## src/rtl/mem_access_ctrl_if.sv

```systemverilog
// ---------------------------------------------------------------------------
// mem_access_ctrl_if
// Bundles the CPU MEM-stage request/response signals and the word-wide data
// memory bus that mem_access_ctrl sits between.
//
// Signals
//   CPU request   : req_valid, req_we, req_size[1:0], req_unsigned,
//                   req_addr[31:0], req_wdata[31:0]
//   CPU response  : stall, done, rdata[31:0], bus_err, misalign
//   Memory bus    : mem_cs, mem_we, mem_addr[31:0], mem_wdata[31:0] (to memory)
//                   mem_ack, mem_rdata[31:0]                        (from memory)
//
// Modports
//   master : the access controller (drives the memory bus and the response)
//   slave  : the environment (CPU stage + memory wrapper)
// ---------------------------------------------------------------------------
interface mem_access_ctrl_if;
    logic        req_valid;
    logic        req_we;
    logic [1:0]  req_size;
    logic        req_unsigned;
    logic [31:0] req_addr;
    logic [31:0] req_wdata;

    logic        stall;
    logic        done;
    logic [31:0] rdata;
    logic        bus_err;
    logic        misalign;

    logic        mem_cs;
    logic        mem_we;
    logic [31:0] mem_addr;
    logic [31:0] mem_wdata;
    logic        mem_ack;
    logic [31:0] mem_rdata;

    modport master (
        input  req_valid, req_we, req_size, req_unsigned, req_addr, req_wdata,
        input  mem_ack, mem_rdata,
        output stall, done, rdata, bus_err, misalign,
        output mem_cs, mem_we, mem_addr, mem_wdata
    );

    modport slave (
        output req_valid, req_we, req_size, req_unsigned, req_addr, req_wdata,
        output mem_ack, mem_rdata,
        input  stall, done, rdata, bus_err, misalign,
        input  mem_cs, mem_we, mem_addr, mem_wdata
    );
endinterface

```

## src/rtl/mem_access_ctrl.sv

```systemverilog
// ---------------------------------------------------------------------------
// mem_access_ctrl
// Sequencer between the CPU MEM stage and a word-wide data memory.
//   - Loads: one read cycle, result lane-extracted and sign/zero extended.
//   - Word stores: one write cycle.
//   - Byte/half stores: read, one idle gap cycle, merged full-word write.
//   - A select held for ACK_TIMEOUT cycles without ack ends the access with
//     bus_err; a failed read of a read-modify-write never issues the write.
//   - The pipeline is stalled while a request is in flight.
//
// Ports
//   clock   : system clock, all state on posedge
//   cpu_rst : synchronous active-high reset
//   bus     : mem_access_ctrl_if.master (request, response, memory bus)
//
// Parameters
//   ACK_TIMEOUT : cycles the select may stay high without ack (>= 2)
//
// Configuration macro
//   MISALIGN_TRAP_EN : when defined, misaligned half/word requests complete
//                      immediately with misalign=1 and never select memory.
//                      When undefined, low address bits are ignored and the
//                      access proceeds aligned down; misalign stays 0.
// ---------------------------------------------------------------------------
module mem_access_ctrl #(
    parameter int ACK_TIMEOUT = 16
) (
    input  logic              clock,
    input  logic              cpu_rst,
    mem_access_ctrl_if.master bus
);

    localparam int CNT_W = (ACK_TIMEOUT > 2) ? $clog2(ACK_TIMEOUT) : 1;
    localparam logic [CNT_W-1:0] TO_LAST = CNT_W'(ACK_TIMEOUT - 1);

    typedef enum logic [2:0] {
        ST_IDLE = 3'd0,
        ST_RD   = 3'd1,
        ST_GAP  = 3'd2,
        ST_WR   = 3'd3,
        ST_DONE = 3'd4
    } state_t;

    // Replace the addressed byte/half lane of old_word with store data.
    function automatic logic [31:0] merge_word(
        input logic [31:0] old_word,
        input logic [31:0] wdata,
        input logic [1:0]  size,
        input logic [1:0]  lane
    );
        logic [31:0] res;
        res = old_word;
        case (size)
            2'b00: begin
                case (lane)
                    2'd0:    res[7:0]   = wdata[7:0];
                    2'd1:    res[15:8]  = wdata[7:0];
                    2'd2:    res[23:16] = wdata[7:0];
                    2'd3:    res[31:24] = wdata[7:0];
                    default: res        = old_word;
                endcase
            end
            2'b01: begin
                if (lane[1]) begin
                    res[31:16] = wdata[15:0];
                end else begin
                    res[15:0]  = wdata[15:0];
                end
            end
            default: res = wdata;
        endcase
        return res;
    endfunction

    // Pick the addressed lane out of a memory word and extend it to 32 bits.
    function automatic logic [31:0] extract_load(
        input logic [31:0] word,
        input logic [1:0]  size,
        input logic [1:0]  lane,
        input logic        is_unsigned
    );
        logic [7:0]  b;
        logic [15:0] h;
        logic [31:0] res;
        case (lane)
            2'd0:    b = word[7:0];
            2'd1:    b = word[15:8];
            2'd2:    b = word[23:16];
            2'd3:    b = word[31:24];
            default: b = word[7:0];
        endcase
        h = lane[1] ? word[31:16] : word[15:0];
        case (size)
            2'b00:   res = is_unsigned ? {24'd0, b} : {{24{b[7]}}, b};
            2'b01:   res = is_unsigned ? {16'd0, h} : {{16{h[15]}}, h};
            default: res = word;
        endcase
        return res;
    endfunction

`ifdef MISALIGN_TRAP_EN
    // Half needs addr[0]=0, word (and size 11) needs addr[1:0]=0; bytes always fit.
    function automatic logic is_misaligned(
        input logic [1:0] size,
        input logic [1:0] lane
    );
        logic res;
        case (size)
            2'b00:   res = 1'b0;
            2'b01:   res = lane[0];
            default: res = (lane != 2'd0);
        endcase
        return res;
    endfunction
`endif

    state_t           state_r;
    state_t           next_state_s;
    logic [CNT_W-1:0] cnt_r;
    logic [CNT_W-1:0] cnt_next_s;

    // Request fields held stable for the whole access.
    logic             we_r;
    logic [1:0]       size_r;
    logic             uns_r;
    logic [31:0]      addr_r;
    logic [31:0]      wdata_r;

    logic             done_r;
    logic             bus_err_r;
    logic             misalign_r;
    logic [31:0]      rdata_r;
    logic             mem_cs_r;
    logic             mem_we_r;
    logic [31:0]      mem_wdata_r;

    logic             accept_s;
    logic             load_ack_s;
    logic             merge_ack_s;
    logic             timeout_s;
    logic             misalign_s;
    logic             misalign_req_s;
    logic             req_is_word_s;

    assign req_is_word_s = bus.req_size[1];

`ifdef MISALIGN_TRAP_EN
    assign misalign_req_s = is_misaligned(bus.req_size, bus.req_addr[1:0]);
`else
    assign misalign_req_s = 1'b0;
`endif

    // Next-state and event decode for the access sequencer.
    always_comb begin
        next_state_s = state_r;
        cnt_next_s   = cnt_r;
        accept_s     = 1'b0;
        load_ack_s   = 1'b0;
        merge_ack_s  = 1'b0;
        timeout_s    = 1'b0;
        misalign_s   = 1'b0;
        case (state_r)
            ST_IDLE: begin
                if (bus.req_valid) begin
                    accept_s   = 1'b1;
                    cnt_next_s = '0;
                    if (misalign_req_s) begin
                        misalign_s   = 1'b1;
                        next_state_s = ST_DONE;
                    end else if (bus.req_we && req_is_word_s) begin
                        next_state_s = ST_WR;
                    end else begin
                        next_state_s = ST_RD;
                    end
                end else begin
                    next_state_s = ST_IDLE;
                end
            end
            ST_RD: begin
                if (bus.mem_ack) begin
                    if (we_r) begin
                        merge_ack_s  = 1'b1;
                        next_state_s = ST_GAP;
                    end else begin
                        load_ack_s   = 1'b1;
                        next_state_s = ST_DONE;
                    end
                end else if (cnt_r == TO_LAST) begin
                    timeout_s    = 1'b1;
                    next_state_s = ST_DONE;
                end else begin
                    cnt_next_s   = cnt_r + CNT_W'(1);
                    next_state_s = ST_RD;
                end
            end
            ST_GAP: begin
                // Select is low here so the read ack is gone before the write.
                cnt_next_s   = '0;
                next_state_s = ST_WR;
            end
            ST_WR: begin
                if (bus.mem_ack) begin
                    next_state_s = ST_DONE;
                end else if (cnt_r == TO_LAST) begin
                    timeout_s    = 1'b1;
                    next_state_s = ST_DONE;
                end else begin
                    cnt_next_s   = cnt_r + CNT_W'(1);
                    next_state_s = ST_WR;
                end
            end
            ST_DONE: begin
                next_state_s = ST_IDLE;
            end
            default: begin
                next_state_s = ST_IDLE;
            end
        endcase
    end

    // State register and ack timeout counter.
    always_ff @(posedge clock) begin
        if (cpu_rst) begin
            state_r <= ST_IDLE;
            cnt_r   <= '0;
        end else begin
            state_r <= next_state_s;
            cnt_r   <= cnt_next_s;
        end
    end

    // Capture the request when it is accepted; ignore later changes.
    always_ff @(posedge clock) begin
        if (cpu_rst) begin
            we_r    <= 1'b0;
            size_r  <= 2'b00;
            uns_r   <= 1'b0;
            addr_r  <= 32'd0;
            wdata_r <= 32'd0;
        end else if (accept_s) begin
            we_r    <= bus.req_we;
            size_r  <= bus.req_size;
            uns_r   <= bus.req_unsigned;
            addr_r  <= bus.req_addr;
            wdata_r <= bus.req_wdata;
        end else begin
            we_r    <= we_r;
            size_r  <= size_r;
            uns_r   <= uns_r;
            addr_r  <= addr_r;
            wdata_r <= wdata_r;
        end
    end

    // Memory strobes and completion pulses, decoded from the next state so
    // they line up exactly with the state they belong to.
    always_ff @(posedge clock) begin
        if (cpu_rst) begin
            mem_cs_r   <= 1'b0;
            mem_we_r   <= 1'b0;
            done_r     <= 1'b0;
            bus_err_r  <= 1'b0;
            misalign_r <= 1'b0;
        end else begin
            mem_cs_r   <= (next_state_s == ST_RD) || (next_state_s == ST_WR);
            mem_we_r   <= (next_state_s == ST_WR);
            done_r     <= (next_state_s == ST_DONE);
            bus_err_r  <= timeout_s;
            misalign_r <= misalign_s;
        end
    end

    // Load result: extended read data, or zero for an aborted access.
    always_ff @(posedge clock) begin
        if (cpu_rst) begin
            rdata_r <= 32'd0;
        end else if (load_ack_s) begin
            rdata_r <= extract_load(bus.mem_rdata, size_r, addr_r[1:0], uns_r);
        end else if (timeout_s || misalign_s) begin
            rdata_r <= 32'd0;
        end else begin
            rdata_r <= rdata_r;
        end
    end

    // Write word: store data directly for word stores, merged with the old
    // word (taken straight from the read ack) for sub-word stores.
    always_ff @(posedge clock) begin
        if (cpu_rst) begin
            mem_wdata_r <= 32'd0;
        end else if (accept_s && (next_state_s == ST_WR)) begin
            mem_wdata_r <= bus.req_wdata;
        end else if (merge_ack_s) begin
            mem_wdata_r <= merge_word(bus.mem_rdata, wdata_r, size_r, addr_r[1:0]);
        end else begin
            mem_wdata_r <= mem_wdata_r;
        end
    end

    assign bus.stall     = bus.req_valid & (state_r != ST_DONE);
    assign bus.done      = done_r;
    assign bus.bus_err   = bus_err_r;
    assign bus.misalign  = misalign_r;
    assign bus.rdata     = rdata_r;
    assign bus.mem_cs    = mem_cs_r;
    assign bus.mem_we    = mem_we_r;
    assign bus.mem_addr  = {addr_r[31:2], 2'b00};
    assign bus.mem_wdata = mem_wdata_r;

endmodule
```

## src/flat_wrapper.sv

```systemverilog
// flat-port wrapper written by rule: the top's interface ports become plain ports
module mem_access_ctrl_flat 
#(
    parameter int ACK_TIMEOUT = 16
)
  (clock, cpu_rst, bus_req_valid, bus_req_we, bus_req_size, bus_req_unsigned, bus_req_addr, bus_req_wdata, bus_mem_ack, bus_mem_rdata, bus_stall, bus_done, bus_rdata, bus_bus_err, bus_misalign, bus_mem_cs, bus_mem_we, bus_mem_addr, bus_mem_wdata);
  mem_access_ctrl_if bus_i ();
  input  logic clock;
  input  logic cpu_rst;
  input wire logic [$bits(bus_i.req_valid)-1:0] bus_req_valid;
  input wire logic [$bits(bus_i.req_we)-1:0] bus_req_we;
  input wire logic [$bits(bus_i.req_size)-1:0] bus_req_size;
  input wire logic [$bits(bus_i.req_unsigned)-1:0] bus_req_unsigned;
  input wire logic [$bits(bus_i.req_addr)-1:0] bus_req_addr;
  input wire logic [$bits(bus_i.req_wdata)-1:0] bus_req_wdata;
  input wire logic [$bits(bus_i.mem_ack)-1:0] bus_mem_ack;
  input wire logic [$bits(bus_i.mem_rdata)-1:0] bus_mem_rdata;
  output wire logic [$bits(bus_i.stall)-1:0] bus_stall;
  output wire logic [$bits(bus_i.done)-1:0] bus_done;
  output wire logic [$bits(bus_i.rdata)-1:0] bus_rdata;
  output wire logic [$bits(bus_i.bus_err)-1:0] bus_bus_err;
  output wire logic [$bits(bus_i.misalign)-1:0] bus_misalign;
  output wire logic [$bits(bus_i.mem_cs)-1:0] bus_mem_cs;
  output wire logic [$bits(bus_i.mem_we)-1:0] bus_mem_we;
  output wire logic [$bits(bus_i.mem_addr)-1:0] bus_mem_addr;
  output wire logic [$bits(bus_i.mem_wdata)-1:0] bus_mem_wdata;
  assign bus_i.req_valid = bus_req_valid;
  assign bus_i.req_we = bus_req_we;
  assign bus_i.req_size = bus_req_size;
  assign bus_i.req_unsigned = bus_req_unsigned;
  assign bus_i.req_addr = bus_req_addr;
  assign bus_i.req_wdata = bus_req_wdata;
  assign bus_i.mem_ack = bus_mem_ack;
  assign bus_i.mem_rdata = bus_mem_rdata;
  assign bus_stall = bus_i.stall;
  assign bus_done = bus_i.done;
  assign bus_rdata = bus_i.rdata;
  assign bus_bus_err = bus_i.bus_err;
  assign bus_misalign = bus_i.misalign;
  assign bus_mem_cs = bus_i.mem_cs;
  assign bus_mem_we = bus_i.mem_we;
  assign bus_mem_addr = bus_i.mem_addr;
  assign bus_mem_wdata = bus_i.mem_wdata;
  mem_access_ctrl #(.ACK_TIMEOUT(ACK_TIMEOUT)) u_core (.clock(clock), .cpu_rst(cpu_rst), .bus(bus_i));
endmodule
```

## config.mk

```make
export PLATFORM = sky130hd
export DESIGN_NAME = mem_access_ctrl_flat
export DESIGN_NICKNAME = d
export VERILOG_FILES = /design/src/rtl/mem_access_ctrl_if.sv /design/src/rtl/mem_access_ctrl.sv /design/src/flat_wrapper.sv
export SDC_FILE = /design/constraint.sdc
export NUM_CORES = 1
export LEC_CHECK = 0
export CAP_MARGIN = 20
export CELL_PAD_IN_SITES_DETAIL_PLACEMENT = 1
export CELL_PAD_IN_SITES_GLOBAL_PLACEMENT = 1
export CORE_AREA = 2 2 145 147
export DETAILED_ROUTE_END_ITERATION = 6
export DIE_AREA = 0 0 147 149
export GPL_TIMING_DRIVEN = 0
export PLACE_DENSITY = 0.88
export SLEW_MARGIN = 20
export SYNTH_ARGS = -nofsm -noshare
export SYNTH_HDL_FRONTEND = slang
export SYNTH_SLANG_ARGS = --single-unit
```

## constraint.sdc

```tcl
create_clock -name clock -period 2.7 [get_ports clock]
set_input_delay 0.405 -clock clock [delete_from_list [all_inputs] [get_ports clock]]
set_output_delay 0.405 -clock clock [all_outputs]
set_load 0.03 [all_outputs]
```

After elaboration in Yosys (flattened, before gate mapping)
Cells that the tools add are included.
{"block": "classes", "n_reduce_logical": 11, "bitwise": 1, "n_eq_ne": 15, "addsub": 1, "n_mux": 39}
{"cell": "$mux 32", "count": 6}
{"cell": "$pmux 32 s2", "count": 2}
{"cell": "$mux 16", "count": 3}
{"cell": "$mux 8", "count": 4}
{"cell": "$pmux 8 s4", "count": 1}
{"cell": "$mux 3", "count": 5}
{"cell": "$mux 4", "count": 3}
{"cell": "$pmux 3 s4", "count": 1}
{"cell": "$pmux 4 s3", "count": 1}
{"cell": "$mux 1", "count": 11}
{"cell": "$eq 3x2->1 const B", "count": 3}
{"cell": "$eq 3x1->1 const B", "count": 2}
{"cell": "$ne 2x2->1 const B", "count": 3}
{"cell": "$add 4x1->4 const B", "count": 1}
{"cell": "$eq 2x1->1 const B", "count": 2}
{"cell": "$eq 2x2->1 const B", "count": 2}
{"cell": "$eq 4x4->1 const B", "count": 1}
{"cell": "$logic_not 2->1", "count": 2}
{"cell": "$mux 2", "count": 2}
{"cell": "$reduce_and 4->1", "count": 1}
{"cell": "$reduce_bool 2->1", "count": 2}
{"cell": "$eq 3x3->1 const B", "count": 1}
{"cell": "$logic_not 3->1", "count": 1}
{"cell": "$ne 3x3->1 const B", "count": 1}
{"cell": "5 further kinds", "count": 6}
{"block": "totals", "output_inout_bits": 102, "in_bits": 104, "elab_cells": 80, "register_bits": 143}

Longest topological paths before layout
{"block": "depth", "depth_word": 7, "ltp_mapped": 8}

Worst setup path before layout
OpenSTA, ideal clock, no wires.
{"block": "synth_path", "path_type": "register -> register", "from": "register u_core.size_r[0]", "to": "register u_core.rdata_r[21] (netlist: u_core.bus.rdata[21])", "setup_time_ns": 0.122, "t_required_ns": 2.578, "arrival_time_ns": 1.789, "path_stages_with_launch": 8, "setup_slack_ns": 0.789, "cell_sequence": "dfxtp_1 -> buf_4 -> nor2_1 -> mux4_2 -> and4_1 -> clkbuf_2 -> buf_2 -> a221o_1"}
{"block": "synth_between", "elab_chain_cells": 3, "word_cells_on_any_way": 4, "classes_between": "eq/ne (1); mux (2); reduce/logical (1)"}
{"element": "start, declared", "line_no": "mem_access_ctrl.sv:124", "source": "logic [1:0] size_r;"}
{"element": "start signal, assigned", "line_no": "mem_access_ctrl.sv:242", "source": "size_r <= bus.req_size;"}
{"element": "start signal, assigned", "line_no": "mem_access_ctrl.sv:248", "source": "size_r <= size_r;"}
{"element": "$eq 2x1->1 / $logic_not 2->1 (equally long branches)", "line_no": "mem_access_ctrl.sv:93", "source": "case (size)"}
{"element": "$pmux 32 s2 *", "line_no": "mem_access_ctrl.sv:93"}
{"element": "$mux 32 *", "line_no": "mem_access_ctrl.sv:277", "source": "end else if (load_ack_s) begin"}
{"element": "end signal, assigned", "line_no": "mem_access_ctrl.sv:278", "source": "rdata_r <= extract_load(bus.mem_rdata, size_r, addr_r[1:0], uns_r);"}
{"element": "end signal, assigned", "line_no": "mem_access_ctrl.sv:282", "source": "rdata_r <= rdata_r;"}
{"element": "end, declared", "line_no": "mem_access_ctrl.sv:132", "source": "logic [31:0] rdata_r;"}
Mark *: on every way between the ends. The rest lies on a longest branch, timed or not.
A chain may end at the register's enable or synchronous reset.

Final worst setup path
{"block": "layout_path", "from": "register u_core.state_r[2]", "to": "register u_core.rdata_r[30] (netlist: u_core.bus.rdata[30])"}
{"block": "layout_between", "elab_chain_cells": 4, "word_cells_on_any_way": 7, "classes_between": "eq/ne (2); mux (3); reduce/logical (2)"}
{"element": "start, declared", "line_no": "mem_access_ctrl.sv:117", "source": "state_t state_r;"}
{"element": "start signal, assigned", "line_no": "mem_access_ctrl.sv:227", "source": "state_r <= next_state_s;"}
{"element": "$eq 3x1->1 / $eq 3x2->1 (equally long branches)", "line_no": "mem_access_ctrl.sv:162", "source": "case (state_r)"}
{"element": "$reduce_or 2->1 (no line)"}
{"element": "$mux 1"}
{"element": "$reduce_bool 2->1 (no line)"}
Several ways; a longest one is shown, not always the timed one.

==> reports/qor.csv <==
metric;value;unit
antenna_found_initial;0;
cts_setup_buffers;0;
synth_edf_count;0;
root_buffer;clkbuf_16;
drt_iter0_markers;587;
multi_input_area;3490;sq um
hold_viol;0;
synth_top_family_by_area;compound AO/OA/AOI/OAI gates;
seq_area_frac_synth;40.9;%
synth_compound_area_share;28.1;%
cap_violations;0;
path_clk_slew;0.06;ns
area_delta_synth_final;42.9;%
routed_wl;30000;um
antenna_left;0;
power;0.00624;W
yosysWarnings;0;
setup_viol_count_final;0;
maxSlewViolCount;0;
critPathSlowestCell;nor4_2;
drive_gt1_share;10.8;%
post_drt_wl_per_cell;22.1;um
ctsHoldBuffers;0;
rows;53;
synthesis.area;6990;sq um
core;20600;sq um
final_common_cell;clkdlybuf4s50_1;
gp_congestion;0.946;
fin_crit;2.46;ns
rsz0062_at_grt;false;
finalCritPeriodShare;91.2;%
crit_required;3.07;ns
ir_drop;489;uV
seqCellArea;2860;sq um
ys_types;59;
synthAdderAreaFrac;0.179;%
crit_path_end_kind;flop;
grt_overflow;0;
grt_pass1_wl;45700;um
clk_latency;0.43;ns
vias;7667;
firstDrtPassIters;5;
path_buf_inv;4;
grt_pass1_vias;7895;
worstPathArrival;2.83;ns
synthXorXnorAreaFrac;0;%
hpwl;22900;um
postSynthAreaPerCell;8.23;sq um
cpMostUsedCell;buf_2;
die_width;147;um
synth_seq_cells;143;
crit_chain;buf_2, nand2b_4, buf_6, nor4_2, and4_1, clkbuf_2, buf_2, a221o_1;
async_flop_share;0;%
synth_simple_gate_area_share;18.2;%
grt_max_degree;17;
worst_pin_slew;0.995;ns
fp.dieArea;21900;sq um
synth_mux_area_share;3.17;%
grt.total_usage;27.0;%
status;completed;
cts_buffers;17;
hold_class;reg -> reg;
power_density;625;nW/um^2
tns;0;ns
ioPinCount;206;
tritoncts;yes;
via_per_inst;5.64;
io_buffers;201;
synth_cells;850;
finClkSkew;0.0114;ns
final_net_count;1177;
h-tree-depth;4;
critPathKind;reg -> reg;
fill_cells;2441;
cts_sinks;143;
max_freq;406;MHz
n_antenna_cell;0;
cp_max_fo;10;
max_stage_delay;0.72;ns
post-route-drc-count;0;
cts.repair.resized;0;
mostFrequentLayoutCells;clkdlybuf4s50_1, nand2_1, dfxtp_1, a21oi_1, clkbuf_1;
clockBufferDepth;2;
initial_core_util;34.0;%
critPathLaunchType;flop;
die_h;149;um
synth-main-ff-cell;dfxtp_1;
crit_family;simple AND/OR/NAND/NOR gates;
p_leak;3.61;nW
maxSlewHeadroom;33.0;%
per-stage QoR:
step | cell area (sq um) | util [%] | worst slack, ns | hold slack (ns) | std cells
floorplan | 7000 | - | 0.789 | 0.432 | 852
global placement | 9360 | 45.5 | -0.255 | 0.442 | 1328
detailed placement | 9360 | 45.5 | -0.308 | 0.449 | 1328
CTS | 9980 | 48.6 | 0.108 | 0.458 | 1360
global route | 9990 | 48.6 | 0.148 | 0.470 | 1360
finish | 9990 | 48.6 | 0.236 | 0.458 | 1360
worst paths after layout:
kind,depth (start not counted),startpoint,to,slack [ns]
max reg2reg,8,u_core.state_r[2]$_SDFF_PP0_,u_core.bus.rdata[30]$_SDFFE_PP0P_,0.24
min reg2reg,2,u_core.wdata_r[29]$_SDFFE_PP0P_,u_core.wdata_r[29]$_SDFFE_PP0P_,0.46
max,8,u_core.state_r[2]$_SDFF_PP0_,u_core.bus.rdata[30]$_SDFFE_PP0P_,0.24
min,2,u_core.wdata_r[29]$_SDFFE_PP0P_,u_core.wdata_r[29]$_SDFFE_PP0P_,0.46
Yosys cell counts (all sizes together), types with 2 or more instances:
| library cell | number | area share, % |
|---|---|---|
| o21ai | 21 | 1.5 |
| a31o | 9 | 1.1 |
| nand3b | 16 | 1.7 |
| clkbuf | 54 | 2.9 |
| mux2i | 12 | 1.7 |
| o211ai | 21 | 2.3 |
| nor2 | 40 | 2.2 |
| a21boi | 4 | 0.43 |
| buf | 57 | 5.7 |
| a22oi | 7 | 0.75 |
| a21oi | 95 | 6.8 |
| mux4 | 3 | 0.97 |
| mux2 | 3 | 0.48 |
| nand2 | 156 | 8.4 |
| o2bb2ai | 2 | 0.25 |
| a221oi | 9 | 1.1 |
| o22ai | 21 | 1.9 |
| nand2b | 8 | 0.82 |
| nor2b | 4 | 0.36 |
| a21o | 5 | 0.54 |
| inv | 14 | 0.75 |
| dfxtp | 143 | 41 |
| nor4b | 2 | 0.34 |
| a221o | 28 | 4.0 |
| a211o | 5 | 0.63 |
| a311o | 3 | 0.43 |
| and3 | 11 | 0.98 |
| nor4 | 2 | 0.27 |
| or2 | 8 | 0.72 |
| a22o | 9 | 1.1 |
| o32ai | 2 | 0.25 |
| nand3 | 12 | 0.86 |
| a211oi | 29 | 3.1 |
| a32oi | 2 | 0.25 |
| a311oi | 2 | 0.25 |
| and2 | 2 | 0.18 |
| o31ai | 9 | 0.97 |
| nor3 | 8 | 0.64 |
flip-flops by register name, indices dropped and copies added (netlist names):
| signal | count |
|---|---|
| u_core.addr_r | 32 |
| u_core.bus.bus_err | 1 |
| u_core.bus.done | 1 |
| u_core.bus.mem_cs | 1 |
| u_core.bus.mem_wdata | 32 |
| u_core.bus.mem_we | 1 |
| u_core.bus.rdata | 32 |
| u_core.cnt_r | 4 |
| u_core.size_r | 2 |
| u_core.state_r | 3 |
| u_core.uns_r | 1 |
| u_core.wdata_r | 32 |
| u_core.we_r | 1 |
kinds of logic after synthesis:
kind of cell,count (synthesis)
other cells,1
flops,143
fa+ha+maj,1
buf+inv,126
mux,18
compound gates,286
simple gates,275
cell type report:
cell class,instances,area share [%]
Tap cell,275,3.44
Timing Repair Buffer,201,20.1
Sequential cell,143,28.7
Buffer,111,6.02
Multi-Input combinational cell,583,34.9
Inverter,15,0.563
Clock inverter,12,1.59
Clock buffer,20,4.67
metal layers:
layer,GRT usage [%],wire [um],vias to the layer above
met1,34.2,12600,3750
met5,0,0,-
met3,6.24,2430,71
met4,11.5,1190,0
met2,44.5,13800,357
li1,-,-,3489
worst min-delay path: stages (launching register included):
cell	delay [ns]
dfxtp_1	0.31
nand2_1	0.05
a21oi_1	0.05
where the power goes:
group          internal (W)  total [W]  switching [W]  leakage, nW
Clock               0.00153    0.00252       0.000987        0.291
Sequential          0.00224    0.00235       0.000106         1.17
Combinational      0.000571    0.00137       0.000803         2.15
Power figures use the tool's default switching activity.
